**config.mk**
```make
export PLATFORM = sky130hd
export DESIGN_NAME = uart_rx_byte
export DESIGN_NICKNAME = d
export VERILOG_FILES = /design/src/rtl/uart_rx_byte.sv
export SDC_FILE = /design/constraint.sdc
export NUM_CORES = 1
export LEC_CHECK = 0
export ABC_AREA = 1
export CORE_MARGIN = 2
export CORE_UTILIZATION = 52
export DETAILED_ROUTE_END_ITERATION = 12
export GPL_ROUTABILITY_DRIVEN = 1
export PLACE_DENSITY_LB_ADDON = 0.15
export SLEW_MARGIN = 0
export SYNTH_ARGS = -nofsm -noshare
export SYNTH_HDL_FRONTEND = slang
export SYNTH_SLANG_ARGS = --single-unit
```
**constraint.sdc**
```tcl
create_clock -name clk -period 1.5 [get_ports clk]
set_clock_uncertainty 0.15 [all_clocks]
set_input_delay 0.15 -clock clk [delete_from_list [all_inputs] [get_ports clk]]
set_output_delay 0.15 -clock clk [all_outputs]
set_load 0.02 [all_outputs]
```
**src/rtl/uart_rx_byte.sv**
```systemverilog
// uart_rx_byte: 8N1 UART receiver with a fixed baud rate.
// The pin is synchronised, then the start, data and stop bits are each
// sampled once at mid-bit. Good frames update received_byte with a
// one-cycle rx_done pulse. A low stop bit gives a one-cycle frame_err
// pulse, and the receiver then waits in BREAK until the line idles high.
module uart_rx_byte #(
   parameter int unsigned CLKS_PER_BIT = 868,
   localparam int unsigned HALF_BIT    = CLKS_PER_BIT / 2
) (
   input  logic       clk,
   input  logic       rst_n,
   input  logic       rx,
   output logic [7:0] received_byte,
   output logic       rx_done,
   output logic       frame_err,
   output logic       busy
);

   localparam logic [15:0] HALF_M1 = 16'(HALF_BIT - 1);
   localparam logic [15:0] BIT_M1  = 16'(CLKS_PER_BIT - 1);

   typedef enum logic [2:0] {
      S_IDLE,
      S_START,
      S_DATA,
      S_STOP,
      S_BREAK
   } state_t;

   state_t      state_q, state_d;
   logic        sync1_q, rx_s;
   logic [15:0] cnt_q, cnt_d;
   logic [2:0]  bit_q, bit_d;
   logic [7:0]  shift_q, shift_d;
   logic [7:0]  byte_q, byte_d;
   logic        done_q, done_d;
   logic        err_q, err_d;
   logic        busy_q, busy_d;

   // Next-state and output computation. The counter restarts on every
   // sample and on every state entry.
   always_comb begin
      state_d = state_q;
      cnt_d   = cnt_q + 16'd1;
      bit_d   = bit_q;
      shift_d = shift_q;
      byte_d  = byte_q;
      done_d  = 1'b0;
      err_d   = 1'b0;
      unique case (state_q)
         S_IDLE: begin
            cnt_d = '0;
            if (!rx_s) state_d = S_START;
         end
         S_START: begin
            if (cnt_q == HALF_M1) begin
               cnt_d = '0;
               if (!rx_s) begin
                  state_d = S_DATA;
                  bit_d   = '0;
               end else begin
                  // A start bit that is high at mid-bit is a glitch. Drop it.
                  state_d = S_IDLE;
               end
            end
         end
         S_DATA: begin
            if (cnt_q == BIT_M1) begin
               cnt_d   = '0;
               shift_d = {rx_s, shift_q[7:1]};
               bit_d   = bit_q + 3'd1;
               if (bit_q == 3'd7) state_d = S_STOP;
            end
         end
         S_STOP: begin
            if (cnt_q == BIT_M1) begin
               cnt_d = '0;
               if (rx_s) begin
                  byte_d  = shift_q;
                  done_d  = 1'b1;
                  // Leave half a bit early so a new start edge is not missed.
                  state_d = S_IDLE;
               end else begin
                  err_d   = 1'b1;
                  state_d = S_BREAK;
               end
            end
         end
         S_BREAK: begin
            // Wait here so a held-low line is not decoded as repeated 0x00 frames.
            cnt_d = '0;
            if (rx_s) state_d = S_IDLE;
         end
         default: begin
            state_d = S_IDLE;
            cnt_d   = '0;
         end
      endcase
      busy_d = (state_d != S_IDLE);
   end

   // All state, including the two-flop input synchroniser. The synchroniser
   // resets high so that releasing reset does not look like a start edge.
   always_ff @(posedge clk or negedge rst_n) begin
      if (!rst_n) begin
         sync1_q <= 1'b1;
         rx_s    <= 1'b1;
         state_q <= S_IDLE;
         cnt_q   <= '0;
         bit_q   <= '0;
         shift_q <= '0;
         byte_q  <= '0;
         done_q  <= 1'b0;
         err_q   <= 1'b0;
         busy_q  <= 1'b0;
      end else begin
         sync1_q <= rx;
         rx_s    <= sync1_q;
         state_q <= state_d;
         cnt_q   <= cnt_d;
         bit_q   <= bit_d;
         shift_q <= shift_d;
         byte_q  <= byte_d;
         done_q  <= done_d;
         err_q   <= err_d;
         busy_q  <= busy_d;
      end
   end

   assign received_byte = byte_q;
   assign rx_done       = done_q;
   assign frame_err     = err_q;
   assign busy          = busy_q;

endmodule

```
### After elaboration in Yosys (flattened, before gate mapping)

Cells that the tools add are included.

| storage, ports and cells | value |
|---|---|
| logic and storage cells | 51 |
| bits in registers | 43 |

| cells by class | value |
|---|---|
| multiplexer cells | 22 |
| add/subtract/negate cells | 2 |
| equality and inequality tests | 10 |
| reduce and logical (&&, ||, !) cells | 7 |

Operators by type and width:

| operator | count |
|---|---|
| $mux 16 | 2 |
| $pmux 16 s2 | 1 |
| $mux 3 | 10 |
| $add 16x1->16 const B | 1 |
| $eq 16x10->1 const B | 1 |
| $eq 16x9->1 const B | 1 |
| $pmux 3 s5 | 1 |
| $eq 3x2->1 const B | 2 |
| $eq 3x3->1 const B | 2 |
| $mux 1 | 6 |
| $ne 2x2->1 const B | 3 |
| $pmux 3 s2 | 1 |
| $reduce_and 4->1 | 1 |
| $add 3x1->3 const B | 1 |
| $eq 3x1->1 const B | 1 |
| $logic_not 3->1 | 1 |
| $reduce_and 3->1 | 1 |
| $reduce_bool 3->1 | 1 |
| $mux 2 | 1 |
| $reduce_and 2->1 | 1 |
| $reduce_bool 2->1 | 1 |
| $reduce_or 2->1 | 1 |

### Logic depth before layout (Yosys ltp)

| depth | value |
|---|---|
| depth in word-level cells | 5 |
| gate-level depth with buffers | 11 |
| gate-level depth less buffers | 10 |

### Least setup slack after synthesis

No wires, ideal clock.

| timing path | value |
|---|---|
| kind | flip-flop to flip-flop |
| start point | register cnt_q[0] |
| end point | register byte_q[6], in the netlist received_byte[6] |
| required time | 1.233 ns |
| cell stages (with the launch flop) | 10 |
| path slack | -0.071 ns |
| period minus slack after synthesis | 1.571 ns |
| arrival time | 1.304 ns |
| path through | dfrtp_1 -> ha_1 -> nand2_2 -> nor2_8 -> nand2_4 -> nor2_4 -> nand2_4 -> buf_6 -> nand2_2 -> o21ai_2 |

| on the way | value |
|---|---|
| cells in the longest elaborated chain, start to end | 2 |

RTL lines:

| element | RTL line | text |
|---|---|---|
| start, declared | 32 | `logic [15:0] cnt_q, cnt_d;` |
| start signal, assigned | 120 | `cnt_q <= cnt_d;` |
| $eq 16x10->1 | 76 | `if (cnt_q == BIT_M1) begin` |
| $reduce_and 3->1 (no line) | - |  |
| end signal, assigned | 123 | `byte_q <= byte_d;` |
| end, declared | 35 | `logic [7:0] byte_q, byte_d;` |

Every way passes these cells.
A chain may end at the register's enable or synchronous reset.

### Final worst setup path

| timing path | value |
|---|---|
| start point | register cnt_q[1] |
| end point | register cnt_q[8] |

| on the way | value |
|---|---|
| cells in the longest elaborated chain, start to end | 3 |
| elaborated cells between the ends (all ways) | 6 |
| classes of those cells | add/sub: 1; eq/ne: 2; mux: 3 |

RTL lines:

| element | RTL line | text |
|---|---|---|
| $add 16x1->16, or another cell as far along | 44 | `cnt_d = cnt_q + 16'd1;` |
| $mux 16, on equally long branches | 68, 76, 56 |  |
| $pmux 16 s2 * | 50 | `unique case (state_q)` |
| named net cnt_d[8] | 32 |  |

The timed path passes the listed nets; every way through them passes the cells marked *.

==> run metrics <==
RSZ-0062 raised after global routing=true; minimum clock period=around 1.7 ns; Max FO, Critical Path=4; P&R area growth vs syn=48.0%; total global routing overflow=0; fin crit share=114%; cells after synthesis=between 200 and 250; via count=1,843; worst slew pin tran=~0.47 ns; crit path DAT=around 1.8 ns; Total GRT Usage=21.8%; PnR worst setup slack=-0.207 ns; Fillers=~220; pre-CTS WS=-0.211 ns; largest net degree at the start of global routing=26; Slowest cell on crit path=dfrtp_2; Num CTS Buffers=5; Leak=1.52 nW; type of origin of the critical path=flop; area of the mapped netlist=~2100 sq um; Layout Nets=317; CTS Buffer Depth=2; WL/cell=15.2 um; Die Y=~68 um; Worst VDD drop=between 700 and 800 uV; final setup vio count=38; synthesized flop and latch total=43; Clk pin slew, worst setup/hold paths=about 0.090 ns; number of synthesized flops with an enable pin=0; global-route wire length before repair=7270 um; Synth area leaders=dfrtp_1 (49%), nand2_1 (9.1%), nor2_1 (7.1%); status=finished, violations left; n_diodes=0; Ys Warns=0; WL final=roughly 5500 um; initial antenna violation count=0; DIE AREA=between 4000 and 5000 sq um; vias in the first global route=roughly 1,700; CP Cell Sequence=inv_2 > ha_4 > nand3_4 > nor2_4 > nand2_2 > nand2_2 > nand2_4 > buf_4 > o21ai_2 > nor2_1; DP HPWL=slightly below 3000 um; insertion delay to the later sink of the worst-skew pair=between 0.3 and 0.4 ns; share of the synthesized area in the top cell type=between 40 and 50%; Post-synth top flop=dfrtp_1; Crit Path Category=flop to flop; Avg Vias per Cell=5.11; Root Driver=clkbuf_8; initial cell density of the core=a little over half; ratio of cells with drive above 1 in the final layout=approximately 46%; CTS tree=yes; Seq/Total Area, Yosys=51.2%; Final Hold Fails=0; DRC violations left=0; failing checks=negative setup slack; area leader, netlist=dfrtp_1; DIE WIDTH=around 68 um; Async SR Flop Fraction=100%; ANT nets after route=0; initial DRC count=114; commonest cells in the netlist=nand2_1 (51), dfrtp_1 (41), nor2_1 (40), inv_1 (32), nand3_1 (16); area of the multi-input gates=between 1000 and 1500 sq um; class of the worst hold path=input pin to flop; CP required=1.54 ns; Port Buffers=13; Layout Utilization=79.1%; Rows=23; slowest cell delay on critical path=roughly 0.45 ns; DR pass1 iterations=4; pwr dens=between 700 and 800 nW/um^2; most used cell, CP=nand2_2; maximum clock frequency=between 0.5 and 0.6 GHz; Rel. slew slack=roughly two thirds; cell with the most instances after synthesis=nand2_1; max cap viols=0; register area=roughly 1100 sq um; core area=~3900 sq um; H-tree levels=2; placer congestion estimate=about 0.86; clk sinks=43; Buf/Inv on CP=2; count of pins over their slew limit=0; syn_nets=about 250; post-synth cell types=25; Critical Path Sink Type=flop; # IOs=14; Synth Area per Inst=around 8.6 sq um; CP delay by family, top=simple AND/OR/NAND/NOR gates
[final cells by class]
cell class	count	share of cell area (%)
timing repair buffer	60	16.9
multi-input combinational	163	36.9
clock buffer	6	2.33
clock inverter	2	1.93
timing repair inverter	1	0.241
inverter	36	5.01
tap	50	2.01
sequential	43	34.7
[where the power goes]
part	internal [mW]	switching (mW)
Sequential	1.16	0.00474
Combinational	0.0109	0.0262
Clock	0.666	0.425
[final timing paths]
check                              startpoint                endpoint  slack, ns  depth (start not counted)
min                                        rx       sync1_q$_DFF_PN1_        0.1                          1
max reg2reg                cnt_q[1]$_DFF_PN0_      cnt_q[8]$_DFF_PN0_      -0.21                         10
min reg2reg                 sync1_q$_DFF_PN1_          rx_s$_DFF_PN1_       0.21                          0
max in group asynchronous               rst_n  shift_q[5]$_DFFE_PN0P_       0.53                          3
max                        cnt_q[1]$_DFF_PN0_      cnt_q[8]$_DFF_PN0_      -0.21                         10
min in group asynchronous               rst_n      cnt_q[3]$_DFF_PN0_       0.18                          2
[cells in the final DEF (no fill, tap or decap), types with 3 or more instances in the layout]
| cell type | n |
|---|---|
| inv_1 | 29 |
| nand2_4 | 9 |
| nor3_2 | 4 |
| nand3_2 | 4 |
| nor2_4 | 8 |
| nor2_1 | 26 |
| nand3_4 | 3 |
| dlygate4sd2_1 | 11 |
| dfrtp_1 | 39 |
| inv_2 | 3 |
| nand2_1 | 27 |
| o21ai_2 | 11 |
| buf_6 | 3 |
| nand3_1 | 10 |
| o21ai_1 | 6 |
| nand4_1 | 3 |
| nor2_2 | 9 |
| buf_4 | 39 |
| clkbuf_8 | 5 |
| nand2_2 | 22 |
| xor2_1 | 5 |
[registers in the layout (all words and copies together), names as in the netlist]
signal / count
cnt_q: 16
received_byte: 8
shift_q: 8
bit_q: 3
state_q: 3
busy: 1
frame_err: 1
rx_done: 1
rx_s: 1
sync1_q: 1
[routing by layer]
| metal | vias to the layer above | routed length, um | track usage, % |
|---|---|---|---|
| li1 | 887 | - | - |
| met1 | 885 | 2150 | 27.3 |
| met2 | 51 | 2940 | 36.3 |
| met3 | 20 | 250 | 5.17 |
| met4 | 0 | 165 | 8.16 |
| met5 | - | 0 | 0 |
[per-stage QoR]
stage | hold WS (ns) | power (mW) | instance area (sq um) | setup TNS [ns] | cells
finish | 0.0986 | 2.30 | 3120 | -5.03 | 361
global route | 0.104 | 2.35 | 3120 | -7.79 | 361
global placement | -0.0298 | 1.22 | 2520 | -2.99 | 335
CTS | 0.100 | 2.29 | 2820 | -2.98 | 350
detailed placement | -0.0270 | 1.22 | 2520 | -4.43 | 335
floorplan | -0.296 | 1.19 | 2120 | -0.0448 | 245
[repair_timing]
action / CTS / global route
setup endpoints to repair: 48 / 40
pin swaps: 11 / 18
hold buffers: 1 / 0
hold endpoints to repair: 31 / 0
setup buffers: 5 / 9
resized for setup: 44 / 63
gates cloned: 1 / 2
[kinds of logic after synthesis]
| group | share of synthesized area (%) |
|---|---|
| buf+inv | 8.55 |
| flops | 51.2 |
| xor+xnor | 2.91 |
| compound gates | 6.47 |
| fa+ha+maj | 2.38 |
| simple gates | 28.5 |
[worst reg2reg max path: cells and delay by family, from the launching register on]
family / cells / cell delay, ns
adders and majority gates: 1 / 0.13
and+or+nand+nor: 6 / 0.58
buffers and inverters: 2 / 0.23
DFF: 1 / 0.45
AOI/OAI and AO/OA: 1 / 0.06
No activity file was read; power rests on OpenSTA's default activity.
